[config.mk]
export PLATFORM = sky130hd
export DESIGN_NAME = stream_mux
export DESIGN_NICKNAME = d
export VERILOG_FILES = /design/src/rtl/stream_mux_pkg.sv /design/src/rtl/rr_arbiter.sv /design/src/rtl/stream_mux.sv
export SDC_FILE = /design/constraint.sdc
export NUM_CORES = 1
export LEC_CHECK = 0
export ABC_AREA = 1
export CAP_MARGIN = 15
export CORE_MARGIN = 10
export CORE_UTILIZATION = 25
export DETAILED_ROUTE_END_ITERATION = 6
export PLACE_DENSITY = 0.58
export SLEW_MARGIN = 20
export SYNTH_ARGS = -nofsm -noshare
export SYNTH_HDL_FRONTEND = slang
export SYNTH_SLANG_ARGS = --single-unit
[constraint.sdc]
create_clock -name clk -period 2.9 [get_ports clk]
set_clock_uncertainty 0.05 [all_clocks]
set_input_delay 0.58 -clock clk [delete_from_list [all_inputs] [get_ports clk]]
set_output_delay 0.58 -clock clk [all_outputs]
set_load 0.05 [all_outputs]
[src/rtl/stream_mux_pkg.sv]
// stream_mux_pkg: shared mode constants for the stream multiplexer
package stream_mux_pkg;
   localparam logic MODE_SEL = 1'b0;
   localparam logic MODE_RR  = 1'b1;
endpackage

[src/rtl/rr_arbiter.sv]
// rr_arbiter: round-robin request search starting at ptr, ptr moves past each granted index
module rr_arbiter #(
   parameter int N    = 4,
   parameter int SELW = $clog2(N)
) (
   input  logic            clk,
   input  logic            rst,
   input  logic [N-1:0]    req,
   input  logic            advance,
   output logic [N-1:0]    grant,
   output logic [SELW-1:0] grant_idx
);
   logic [SELW-1:0] ptr;
   // Scan from the farthest offset back to ptr so the nearest request wins
   always_comb begin
      grant     = '0;
      grant_idx = '0;
      for (int k = N - 1; k >= 0; k--) begin
         if (req[(int'(ptr) + k) % N]) begin
            grant                         = '0;
            grant[(int'(ptr) + k) % N]    = 1'b1;
            grant_idx                     = SELW'((int'(ptr) + k) % N);
         end
      end
   end
   always_ff @(posedge clk) begin
      if (rst) ptr <= '0;
      else if (advance) ptr <= (int'(grant_idx) == N - 1) ? '0 : grant_idx + 1'b1;
   end
endmodule

[src/rtl/stream_mux.sv]
// stream_mux: N-to-1 stream multiplexer, fixed or round-robin selection, single-entry output register
module stream_mux
   import stream_mux_pkg::*;
#(
   parameter int WIDTH = 4,
   parameter int N     = 4,
   parameter int SELW  = $clog2(N)
) (
   input  logic               clk,
   input  logic               rst,
   input  logic [N*WIDTH-1:0] in_data,
   input  logic [N-1:0]       in_valid,
   output logic [N-1:0]       in_ready,
   input  logic [SELW-1:0]    sel,
   input  logic               mode,
   output logic [WIDTH-1:0]   out_data,
   output logic               out_valid,
   input  logic               out_ready,
   output logic [SELW-1:0]    out_chan
);
   logic [N-1:0]     rr_grant, sel_grant, grant;
   logic [SELW-1:0]  rr_idx, chan;
   logic [WIDTH-1:0] load_data;
   logic             load_en, load;
   rr_arbiter #(.N(N), .SELW(SELW)) u_arb (
      .clk       (clk),
      .rst       (rst),
      .req       (in_valid),
      .advance   (load && mode == MODE_RR),
      .grant     (rr_grant),
      .grant_idx (rr_idx)
   );
   // Out-of-range sel matches no channel, so it simply grants nothing
   always_comb begin
      sel_grant = '0;
      load_data = '0;
      for (int i = 0; i < N; i++) sel_grant[i] = (sel == SELW'(i)) && in_valid[i];
      grant    = (mode == MODE_RR) ? rr_grant : sel_grant;
      chan     = (mode == MODE_RR) ? rr_idx : sel;
      load_en  = !out_valid || out_ready;
      in_ready = grant & {N{load_en && !rst}};
      load     = |in_ready;
      for (int i = 0; i < N; i++) if (grant[i]) load_data = in_data[i*WIDTH +: WIDTH];
   end
   always_ff @(posedge clk) begin
      if (rst) begin
         out_valid <= 1'b0;
         out_data  <= '0;
         out_chan  <= '0;
      end else if (load) begin
         out_valid <= 1'b1;
         out_data  <= load_data;
         out_chan  <= chan;
      end else if (out_ready) begin
         out_valid <= 1'b0;
      end
   end
endmodule

Word-level counts from Yosys, hierarchy flattened
Index checks and enable logic that the tools add are counted.
{"block": "word_totals", "ff_bits": 9}
{"block": "classes", "addsub": 4, "order_cmp": 8, "eq_ne": 4, "muxes": 36, "n_bitwise": 4, "n_reduce_logical": 19}
{"cell": "4-bit 2-to-1 mux", "n": 9}
{"cell": "1-bit 2-to-1 mux", "n": 13}
{"cell": "3-bit by 4-bit < comparator with 1-bit output (second input constant)", "n": 3}
{"cell": "2-bit 2-to-1 mux", "n": 6}
{"cell": "1-bit logical AND", "n": 10}
{"cell": "3-bit by 1-bit >= comparator with 1-bit output (second input constant)", "n": 3}
{"cell": "1-bit binary-select mux with 2-bit select", "n": 4}
{"cell": "1-bit demux with 2-bit select", "n": 4}
{"cell": "2-bit OR reduction", "n": 3}
{"cell": "2-bit by 1-bit adder with 2-bit output (second input constant)", "n": 2}
{"cell": "2-bit adder (second input constant)", "n": 2}
{"cell": "4-bit AND", "n": 1}
{"cell": "2-bit by 1-bit equality test with 1-bit output (second input constant)", "n": 2}
{"cell": "2-bit equality test (second input constant)", "n": 2}
{"cell": "4-bit OR reduction", "n": 1}
{"cell": "1-bit AND (first input constant)", "n": 3}
{"cell": "2-bit by 3-bit < comparator with 1-bit output (second input constant)", "n": 1}
{"cell": "2-bit by 1-bit >= comparator with 1-bit output (second input constant)", "n": 1}
{"cell": "1-bit logical NOT", "n": 2}
{"cell": "2-bit logical NOT", "n": 1}
{"cell": "2-bit nonzero test", "n": 1}
{"cell": "1-bit logical OR", "n": 1}

Depth between registers and ports, before layout
Gate-level depths: netlist of the first run.
{"block": "logic_depth", "depth_word": 16, "depth_mapped": 19, "mapped_depth_nobuf": 18}

Modules after synthesis
From an unflattened synthesis of the first run, not the netlist that was laid out.
{"block": "hier_totals", "cells_unflattened": 203, "hier_area_um2": 1227.4}
{"module": "stream_mux", "instances": 1, "cells_per_inst": 116, "area_per_inst_um2": 691.9, "seq_area_each_um2": 140.1}
{"module": "rr_arbiter", "instances": 1, "cells_per_inst": 87, "area_per_inst_um2": 535.5, "seq_area_each_um2": 40.0}

Worst setup path after synthesis of the first run
OpenSTA, ideal clock, no wires.
{"block": "synth_path", "path_type": "register -> output", "startpoint": "reg u_arb.ptr[0]", "endpoint": "out in_ready[1]", "arrival_ns": 2.014, "required_time_ns": 2.270, "path_slack_ns": 0.256, "path_stages_with_launch": 14, "path_cell_list": "dfxtp_1 > inv_2 > ha_1 > inv_1 > nand3_2 > nand2_4 > buf_12 > nor2_2 > nand2_2 > nand3_2 > nand2_2 > nand2_4 > nand2_1 > inv_1"}
{"block": "synth_via", "elab_chain_len": 13, "elab_cells_between_ends": 46}
{"item": "start: declaration", "line": "rr_arbiter.sv:13", "text": "logic [SELW-1:0] ptr;"}
{"item": "start signal: assignment", "line": "rr_arbiter.sv:28", "text": "else if (advance) ptr <= (int'(grant_idx) == N - 1) ? '0 : grant_idx + 1'b1;"}
{"item": "2-bit adder", "line": "rr_arbiter.sv:19, rr_arbiter.sv:21"}
{"item": "2-bit OR reduction (no source line)"}
{"item": "1-bit AND (no source line)"}
{"item": "3-bit by 4-bit < comparator with 1-bit output (not written as such) or 3-bit by 1-bit >= comparator with 1-bit output (tied branches)", "line": "rr_arbiter.sv:21", "text": "grant[(int'(ptr) + k) % N] = 1'b1;"}
{"item": "1-bit logical AND (not written as such)", "line": "rr_arbiter.sv:21"}
{"item": "1-bit 2-to-1 mux (not written as such)", "line": "rr_arbiter.sv:21"}
{"item": "1-bit demux with 2-bit select"}
{"item": "4-bit 2-to-1 mux (3 in series)", "line": "rr_arbiter.sv:19", "text": "if (req[(int'(ptr) + k) % N]) begin"}
{"item": "4-bit 2-to-1 mux (*)", "line": "rr_arbiter.sv:19"}
{"item": "4-bit 2-to-1 mux (*)", "line": "stream_mux.sv:38", "text": "grant = (mode == MODE_RR) ? rr_grant : sel_grant;"}
{"item": "4-bit AND (*)", "line": "stream_mux.sv:41", "text": "in_ready = grant & {N{load_en && !rst}};"}
{"item": "end: declaration", "line": "stream_mux.sv:13", "text": "output logic [N-1:0] in_ready,"}
Every way passes the cells marked *; elsewhere a longest branch is shown, timed or not. The select of a mux whose other input is x is not followed.

Final worst setup path of the first run
{"block": "layout_path", "startpoint": "in in_valid[2]", "endpoint": "out in_ready[2]"}
{"block": "layout_via", "elab_chain_len": 9, "elab_cells_between_ends": 18}
{"item": "start: declaration", "line": "stream_mux.sv:12", "text": "input logic [N-1:0] in_valid,"}
{"item": "1-bit binary-select mux with 2-bit select", "line": "rr_arbiter.sv:19"}
{"item": "1-bit 2-to-1 mux (not written as such) (2 in series)", "line": "rr_arbiter.sv:19"}
{"item": "4-bit 2-to-1 mux (4 in series)", "line": "rr_arbiter.sv:19"}
{"item": "4-bit 2-to-1 mux (*)", "line": "stream_mux.sv:38"}
{"item": "4-bit AND (*)", "line": "stream_mux.sv:41"}
Marked as above.

==> impl_metrics.toml, run 1 <==
[global_route]
antenna_found_initial = 0
grt_start_max_net_pins = 13
gr-total-overflow = 0
grt_util_all_layers_pct = 8.41
grt_pass1_vias = 1337
grt_first_pass_wirelength_mm = 5.95

[yosys]
synth.most_common_cell = "nand2_1"
synth_cells = 193
synth_fa_ha_area_share_pct = 7.14
syn_avg_cell_area_um2 = 6.35
yosys_most_used_dff = "dfxtp_1"
synth_seq_area_share_pct = 14.7
synth_edf_count = 0
synth_area_leaders = "dfxtp_1 (15%), nand2_1 (12%), nand2_2 (8.7%), nor2_1 (7.7%), nand3_2 (7.3%)"
ys_top_cells_by_count = "nand2_1 (38), nor2_1 (25), inv_1 (20), nand2_2 (17), nand3_1 (14)"
syn_nets = 226
yosysTopAreaCell = "dfxtp_1"
synth_top_family_by_area = "simple AND/OR/NAND/NOR gates"
yosys_warnings = 0
ys_ff_latch = 9
synth_mux_area_share_pct = 0
synth_xor_area_share_pct = 0.714
synth_top_area_share_pct = 14.7
synth-compound-area-share_pct = 12.7
synthArstFlopShare_pct = 0
yosys.area_share.simple_pct = 53.7
synth_area_um2 = 1230
ys_types = 26

[detailed_routing]
drt-vias-per-instance = 4.33
ant_nets = 0
drt_wl_total_mm = 3.57
vias = 1341
detail_route.wl_per_cell_um = 11.5
route.detailed.drc = 0
first_iter_violations = 115
drtPass1Iterations = 4

[placement]
place_worst_setup_slack_ns = 0.00723
port_buffers = 36
placed_cells = 299
place.gp.congestion = 0.791
dp_hpwl_mm = 2.97
placed_area_um2 = 1720

[timing]
slew_viol_final = 0
setup_viol = 0
tns_ns = 0
period_minus_slack_ns = 2.79
worst_slack_ns = 0.107
relSlewSlack_pct = 55.6
worstMarginPinSlew_ns = 0.661
hold_viol = 0
fmax_ghz = 0.358
rsz0062_at_grt = "false"
finalCritPeriodShare_pct = 96.3

[hold_path]
worstHoldPathCells = 2
holdPathEnd = "out_chan[1]$_SDFFE_PP0P_"
worstHoldStart = "out_chan[1]$_SDFFE_PP0P_"
min_path_type = "register to register"

[floorplanning]
start_util_pct = 26.0
dieArea_um2 = 8110
io-pin-count = 37
die_h_um = 90.0
num_rows = 25
core_area_um2 = 4720
die-width_um = 90.0

[worst_setup_path]
end_kind = "output pin"
critical_path_required_ns = 2.27
startpoint_type = "primary input"
reg2regPathDepth = 15
crit_path_max_fanout = 4
reg2reg_from = "u_arb.ptr[1]$_SDFFE_PP0P_"
critPathArrivalTime_ns = 2.16
r2r-end = "out_data[2]$_SDFFE_PP0P_"
crit_type = "primary input to output pin"
rrSetupSlack_ns = 0.49

[clocking]
cts_tree = "yes"
ctsHoldBuffers = 0
cts-htree-levels = 1
clockBufferDepth = 2
clk_latency_ns = 0.23
cts-buffers-inserted = 3
cts_root_buffer = "clkbuf_8"
clock_sinks = 9
path_clk_slew_ns = 0.04

[pwr]
vdd_ir_drop_max_v = 0.000516
p_leak_nw = 0.877
powerDensity_nw_per_um2 = 795
p_total_w = 0.00149

[job]
maxCapViolations = 0

[finish]
multi_input_area_um2 = 963
nNetsFinal = 277
syn2layout_area_growth_pct = 53.2
antennaDiodeCount = 0
drive_gt1_share_pct = 35.8
fillCellCount = 505
fin_area_um2 = 1880
regArea_um2 = 180
stdcell_count = 310

[run_status]
status = "complete, no violations"
## report_power, final
group / switching, W / leakage, nW / internal (W) / total [W]
clock network: 0.0000477 / 0.0228 / 0.0000956 / 0.000143
logic: 0.000712 / 0.780 / 0.000459 / 0.00117
registers: 0.0000183 / 0.0743 / 0.000161 / 0.000180
## state kept, by name, summed over array words and instances (netlist names)
| signal | flops |
|---|---|
| out_data | 4 |
| out_chan | 2 |
| u_arb.ptr | 2 |
| out_valid | 1 |
## final cells by class
class                           count  share of cell area [%]
Sequential cell                     9                    9.59
Tap cell                           67                    4.46
Inverter                           28                    5.60
Timing Repair Buffer               47                    26.6
Multi-Input combinational cell    155                    51.3
Clock buffer                        4                    2.40
## cells in the final DEF, fill, tap and decap left out, drive strengths merged
master         Yosys  final
dfxtp              9      9
nand4              1      1
o211ai             1      1
inv               27     27
nor3               1      1
o21ai             12     12
a21boi             1      1
dlymetal6s2s       0      2
o31ai              1      1
nand2             61     62
buf                2     15
ha                 7      7
xor2               1      1
clkdlybuf4s50      0     30
clkbuf             0      4
a21oi             10     10
nand3             23     23
clkinv             1      1
nor2              35     35
## critical path, cell delays in order
cell             delay [ns]
clkdlybuf4s50_1        0.45
inv_1                  0.07
nand2_2                0.11
nand3_2                0.10
nand2_2                0.09
inv_2                  0.06
nor2_8                 0.11
nand2_1                0.06
nand3_1                0.08
nand2_1                0.07
nand2_2                0.10
nand2_2                0.07
inv_2                  0.07
buf_12                 0.13
## cells by family after synthesis
family / after synthesis
buffers and inverters: 30
adder cells (fa/ha/maj): 7
flip-flops: 9
AND/OR/NAND/NOR: 121
XOR/XNOR: 1
AO/OA/AOI/OAI: 25
## through the flow
stage                     util (%)  hold slack (ns)
final                         39.8            0.425
after global routing          39.8            0.459
after CTS                     37.4            0.425
after detailed placement      36.3            0.416
after global placement        36.3            0.413
after floorplan                  -            0.547
## routing by layer
metal	wire length [um]	share of wire [%]	up-vias	global-route usage [%]
li1	-	-	705	-
met1	1410	40	580	8.59
met2	1800	50	48	15.0
met3	284	8.0	8	3.41
met4	70	2.0	0	3.18
met5	0	0	-	0
## worst max-delay path by stage
stage / from / endpoint / cells past startpoint
5_1_grt: in_valid[2] / in_ready[3] / 14
3_5_place_dp: in_valid[3] / in_ready[2] / 14
6_report: in_valid[2] / in_ready[2] / 14
4_1_cts: in_valid[3] / in_ready[2] / 14
3_3_place_gp: in_valid[3] / in_ready[2] / 14
2_1_floorplan: u_arb.ptr[0]$_SDFFE_PP0P_ / in_ready[1] / 13
## timing repair
item,4_1_cts,5_1_grt
pin swaps,0,8
setup endpoints to repair,1,4
buffers inserted,0,6
gates cloned,0,1
gates resized for setup,1,16
Power figures use the tool's default switching activity.
==> run 2: changes to the inputs <==
--- a/config.mk
+++ b/config.mk
@@ -8,9 +8,9 @@
 export ABC_AREA = 1
 export CAP_MARGIN = 15
 export CORE_MARGIN = 10
-export CORE_UTILIZATION = 25
+export CORE_UTILIZATION = 35
 export DETAILED_ROUTE_END_ITERATION = 6
-export PLACE_DENSITY = 0.58
+export PLACE_DENSITY = 0.75
 export SLEW_MARGIN = 20
 export SYNTH_ARGS = -nofsm -noshare
 export SYNTH_HDL_FRONTEND = slang
==> constraint.sdc (replaced) <==
create_clock -name clk -period 2.5 [get_ports clk]
set_clock_uncertainty 0.05 [all_clocks]
set_input_delay 0.5 -clock clk [delete_from_list [all_inputs] [get_ports clk]]
set_output_delay 0.5 -clock clk [all_outputs]
set_load 0.05 [all_outputs]
==> run 2 against run 1 <==
Net effect: register-to-register slack worse by 0.28 ns; die area down 23%; sequential power rose by 17%; critical path type is now register to output pin; largest cell class unchanged; largest power group unchanged; highest routed layer unchanged.
==> impl_metrics.toml, run 2 (synthesized netlist as in run 1, its figures left out) <==
[clocking]
clock_sinks = 9
path_clk_slew_ns = 0.06
cts_root_buffer = "clkbuf_4"
cts-htree-levels = 1
cts-buffers-inserted = 3
clockBufferDepth = 2
cts_tree = "yes"
clk_latency_ns = 0.26
ctsHoldBuffers = 0

[timing]
holdWs_ns = 0.425
finalCritPeriodShare_pct = 97.9
fmax_ghz = 0.409
setup_viol = 0
slew_viol_final = 0
relSlewSlack_pct = 66.2
period_minus_slack_ns = 2.45
rsz0062_at_grt = "true"
worstMarginPinSlew_ns = 0.505
tns_ns = 0
hold_viol = 0

[job]
maxCapViolations = 0

[hold_path]
worstHoldPathCells = 2
min_path_type = "register to register"
holdPathEnd = "out_chan[0]$_SDFFE_PP0P_"
worstHoldStart = "out_chan[0]$_SDFFE_PP0P_"

[finish]
antennaDiodeCount = 0
fillCellCount = 316
drive_gt1_share_pct = 43.9
fin_area_um2 = 2020
final_common_cell = "nand2_1"
nNetsFinal = 296
syn2layout_area_growth_pct = 64.5
largestRegisters = "out_data (4), out_chan (2), u_arb.ptr (2)"
largest_register_ffs = 4
layout_common_cells = "nand2_1 (31), clkdlybuf4s50_1 (28), buf_4 (28), nor2_1 (25), nand2_2 (21)"
largest_register = "out_data"

[run_status]
status = "complete, no violations"

[floorplanning]
core_area_um2 = 3360
die_h_um = 79.2
io-pin-count = 37
num_rows = 21
die-width_um = 79.2
dieArea_um2 = 6270
start_util_pct = 36.5

[worst_setup_path]
rrSetupSlack_ns = 0.21
critPathArrivalTime_ns = 1.90
reg2reg_from = "u_arb.ptr[1]$_SDFFE_PP0P_"
crit_type = "register to output pin"
startpoint_type = "register"
r2r-end = "out_data[1]$_SDFFE_PP0P_"
reg2regPathDepth = 18
crit_path_max_fanout = 8
critical_path_required_ns = 1.95
end_kind = "output pin"

[detailed_routing]
ant_nets = 0
drt_wl_total_mm = 3.73
drt-vias-per-instance = 4.66
first_iter_violations = 74
route.detailed.drc = 0
drtPass1Iterations = 4
vias = 1434
detail_route.wl_per_cell_um = 12.1

[placement]
place.gp.congestion = 0.848
dp_hpwl_mm = 3.01
port_buffers = 36
placed_area_um2 = 1850

[global_route]
grt_util_all_layers_pct = 12.0
grt_start_max_net_pins = 13
gr-total-overflow = 0
grt_pass1_vias = 1403
grt_first_pass_wirelength_mm = 6.37
antenna_found_initial = 0

[pwr]
vdd_ir_drop_max_v = 0.000556
p_leak_nw = 0.954
powerDensity_nw_per_um2 = 892
run 2: worst max-delay path: stages (launching register included):
cell     delay (ns)
dfxtp_2        0.34
inv_2          0.05
ha_4           0.28
inv_4          0.04
nand3_4        0.08
nand2_8        0.08
buf_6          0.13
a21oi_2        0.12
nand3_2        0.09
nand2_2        0.10
nand2_4        0.07
nand2_4        0.06
inv_2          0.05
buf_12         0.14
run 2: what timing repair did:
| action | 4_1_cts | 5_1_grt |
|---|---|---|
| endpoints found under the setup margin | 4 | 6 |
| pin swaps | 9 | 5 |
| resized for setup | 29 | 6 |
| buffers inserted | 4 | 2 |
| gates cloned | 0 | 0 |
run 2: power breakdown:
| group | total, W | switching, W | internal [W] |
|---|---|---|---|
| Sequential | 0.000211 | 0.0000229 | 0.000188 |
| Combinational | 0.00148 | 0.000870 | 0.000606 |
| Clock | 0.000112 | 0.0000505 | 0.0000615 |
run 2: routing by layer:
metal  up-vias  track usage, %  wire, um
met3         8            2.70       217
met5         -               0         0
li1        747               -         -
met4         0            4.84        72
met2        43            20.0      1840
met1       636            14.4      1610
run 2: stage by stage:
step	util [%]	cells	total power (W)	setup slack, ns
after floorplan	-	193	0.00114	0.0621
after global placement	54.9	298	0.00152	-0.155
after detailed placement	54.9	298	0.00154	-0.188
after CTS	58.7	306	0.00175	0.00120
after global routing	60.0	308	0.00195	-0.0589
final	60.0	308	0.00180	0.0523
run 2: area by class of cell:
cell class / instances / area (um2) / area share, %
multi-input cells: 154 / 1000 / 49.6
repair buffers: 67 / 639 / 31.7
flip-flops and latches: 9 / 183 / 9.06
inverters: 28 / 111 / 5.52
well taps: 46 / 57.6 / 2.85
clock buffers: 4 / 26.3 / 1.30
run 2: worst max path at each step:
stage	from	end	slack, ns	depth (start not counted)
2_1_floorplan	u_arb.ptr[0]$_SDFFE_PP0P_	in_ready[1]	0.06	12
3_3_place_gp	in_valid[1]	in_ready[1]	-0.15	13
3_5_place_dp	in_valid[3]	in_ready[1]	-0.19	13
4_1_cts	u_arb.ptr[1]$_SDFFE_PP0P_	in_ready[2]	0.001	14
5_1_grt	u_arb.ptr[1]$_SDFFE_PP0P_	in_ready[3]	-0.06	13
6_report	u_arb.ptr[1]$_SDFFE_PP0P_	in_ready[3]	0.05	13
==> run 3: changes to the inputs <==
--- a/config.mk
+++ b/config.mk
@@ -11,6 +11,7 @@
 export CORE_UTILIZATION = 35
 export DETAILED_ROUTE_END_ITERATION = 6
 export PLACE_DENSITY = 0.75
+export SETUP_SLACK_MARGIN = 0.05
 export SLEW_MARGIN = 20
 export SYNTH_ARGS = -nofsm -noshare
 export SYNTH_HDL_FRONTEND = slang
==> run 3 against run 2 <==
Net effect: first-iteration DRC count is 4.1% higher; global-route usage stayed put; critical path depth stayed put; register-to-register slack hardly changed; largest power group unchanged; core utilization is 0.074 points higher; hold slack stayed put; count of clock-buffer cells in the layout stayed put; sequential cell count stayed put.
==> impl_metrics.toml, run 3 (synthesized netlist as in run 1, its figures left out) <==
[detailed_routing]
vias = 1428
top_layer = "met4"
drtPass1Iterations = 4
route.detailed.drc = 0
drt_wl_total_mm = 3.73
detail_route.wl_per_cell_um = 12.1
first_iter_violations = 77
met3RoutedLength_um = 207
met2WireLength_mm = 1.82
wl_met1_mm = 1.63
drt-vias-per-instance = 4.64
ant_nets = 0

[clocking]
clk_latency_ns = 0.26
path_clk_slew_ns = 0.06
cts-htree-levels = 1
cts_root_buffer = "clkbuf_4"
clock_sinks = 9
clockBufferDepth = 2
cts_tree = "yes"
cts-buffers-inserted = 3
ctsHoldBuffers = 0

[global_route]
grt_first_pass_wirelength_mm = 6.37
grt_util_all_layers_pct = 12.0
grt_start_max_net_pins = 13
grt_pass1_vias = 1402
antenna_found_initial = 0
gr-total-overflow = 0

[placement]
place.gp.congestion = 0.848
port_buffers = 36
place_worst_setup_slack_ns = -0.188
dp_hpwl_mm = 3.01

[worst_setup_path]
critPathArrivalTime_ns = 1.90
rrSetupSlack_ns = 0.21
startpoint_type = "register"
reg2reg_from = "u_arb.ptr[1]$_SDFFE_PP0P_"
crit_type = "register to output pin"
r2r-end = "out_data[1]$_SDFFE_PP0P_"
reg2regPathDepth = 18
critical_path_required_ns = 1.95
end_kind = "output pin"
crit_path_max_fanout = 8

[hold_path]
worstHoldPathCells = 2
min_path_type = "register to register"
worstHoldStart = "out_chan[0]$_SDFFE_PP0P_"
holdPathEnd = "out_chan[0]$_SDFFE_PP0P_"

[timing]
slew_viol_final = 0
worst_slack_ns = 0.0494
setup_viol = 0
finalCritPeriodShare_pct = 98.0
holdWs_ns = 0.425
hold_viol = 0
fmax_ghz = 0.408
tns_ns = 0
relSlewSlack_pct = 66.2
worstMarginPinSlew_ns = 0.505
rsz0062_at_grt = "true"
period_minus_slack_ns = 2.45

[finish]
largestRegisters = "out_data (4), out_chan (2), u_arb.ptr (2)"
antennaDiodeCount = 0
layout_common_cells = "nand2_1 (31), clkdlybuf4s50_1 (28), buf_4 (28), nor2_1 (24), nand2_2 (21)"
nNetsFinal = 296
largest_register = "out_data"
largest_register_ffs = 4
final_common_cell = "nand2_1"
syn2layout_area_growth_pct = 64.7
drive_gt1_share_pct = 44.3

[floorplanning]
core_area_um2 = 3360
die-width_um = 79.2
io-pin-count = 37
start_util_pct = 36.5
num_rows = 21
dieArea_um2 = 6270
die_h_um = 79.2

[run_status]
status = "complete, no violations"

[pwr]
vdd_ir_drop_max_v = 0.000557
p_leak_nw = 0.954
powerDensity_nw_per_um2 = 893

[job]
maxCapViolations = 0
run 3: layer usage:
layer	vias to the layer above	global-route usage [%]
met4	0	4.84
li1	747	-
met2	39	20.0
met5	-	0
met3	8	2.70
met1	634	14.4
run 3: how the worst max path moves through the flow:
stage	slack, ns	to	startpoint	cells past startpoint
3_3_place_gp	-0.15	in_ready[1]	in_valid[1]	13
2_1_floorplan	0.06	in_ready[1]	u_arb.ptr[0]$_SDFFE_PP0P_	12
6_report	0.05	in_ready[3]	u_arb.ptr[1]$_SDFFE_PP0P_	13
5_1_grt	-0.06	in_ready[3]	u_arb.ptr[1]$_SDFFE_PP0P_	13
3_5_place_dp	-0.19	in_ready[1]	in_valid[3]	13
4_1_cts	0.02	in_ready[2]	u_arb.ptr[1]$_SDFFE_PP0P_	14
run 3: layout make-up:
type	count	area, um2
clock buffer	4	26.3
tap	46	57.6
sequential	9	183
fill	315	1340
inverter	28	111
timing repair buffer	67	639
multi-input combinational	154	1000
run 3: power breakdown:
group          internal [W]  switching, W
logic              0.000608      0.000872
clock network     0.0000615     0.0000505
registers          0.000188     0.0000229
run 3: stage by stage:
step                instance area [um2]  power [W]  utilization (%)  instances
floorplan                          1230    0.00114                -        193
finish                             2020    0.00180             60.0        308
global route                       2020    0.00196             60.0        308
CTS                                1970    0.00176             58.7        306
detailed placement                 1850    0.00154             54.9        298
global placement                   1850    0.00152             54.9        298
run 3: critical path: stages (launching register included):
cell and delay [ns]:
dfxtp_2 0.34, inv_2 0.05, ha_4 0.29, inv_4 0.04
nand3_4 0.08, nand2_8 0.08, buf_6 0.13, a21oi_2 0.12
nand3_2 0.09, nand2_2 0.10, nand2_4 0.07, nand2_4 0.06
inv_2 0.05, buf_12 0.14
run 3: timing repair:
| action | CTS | global route |
|---|---|---|
| pin swaps | 10 | 4 |
| resized for setup | 30 | 6 |
| cloned | 0 | 0 |
| buffers inserted | 4 | 2 |
| endpoints found under the setup margin | 4 | 7 |
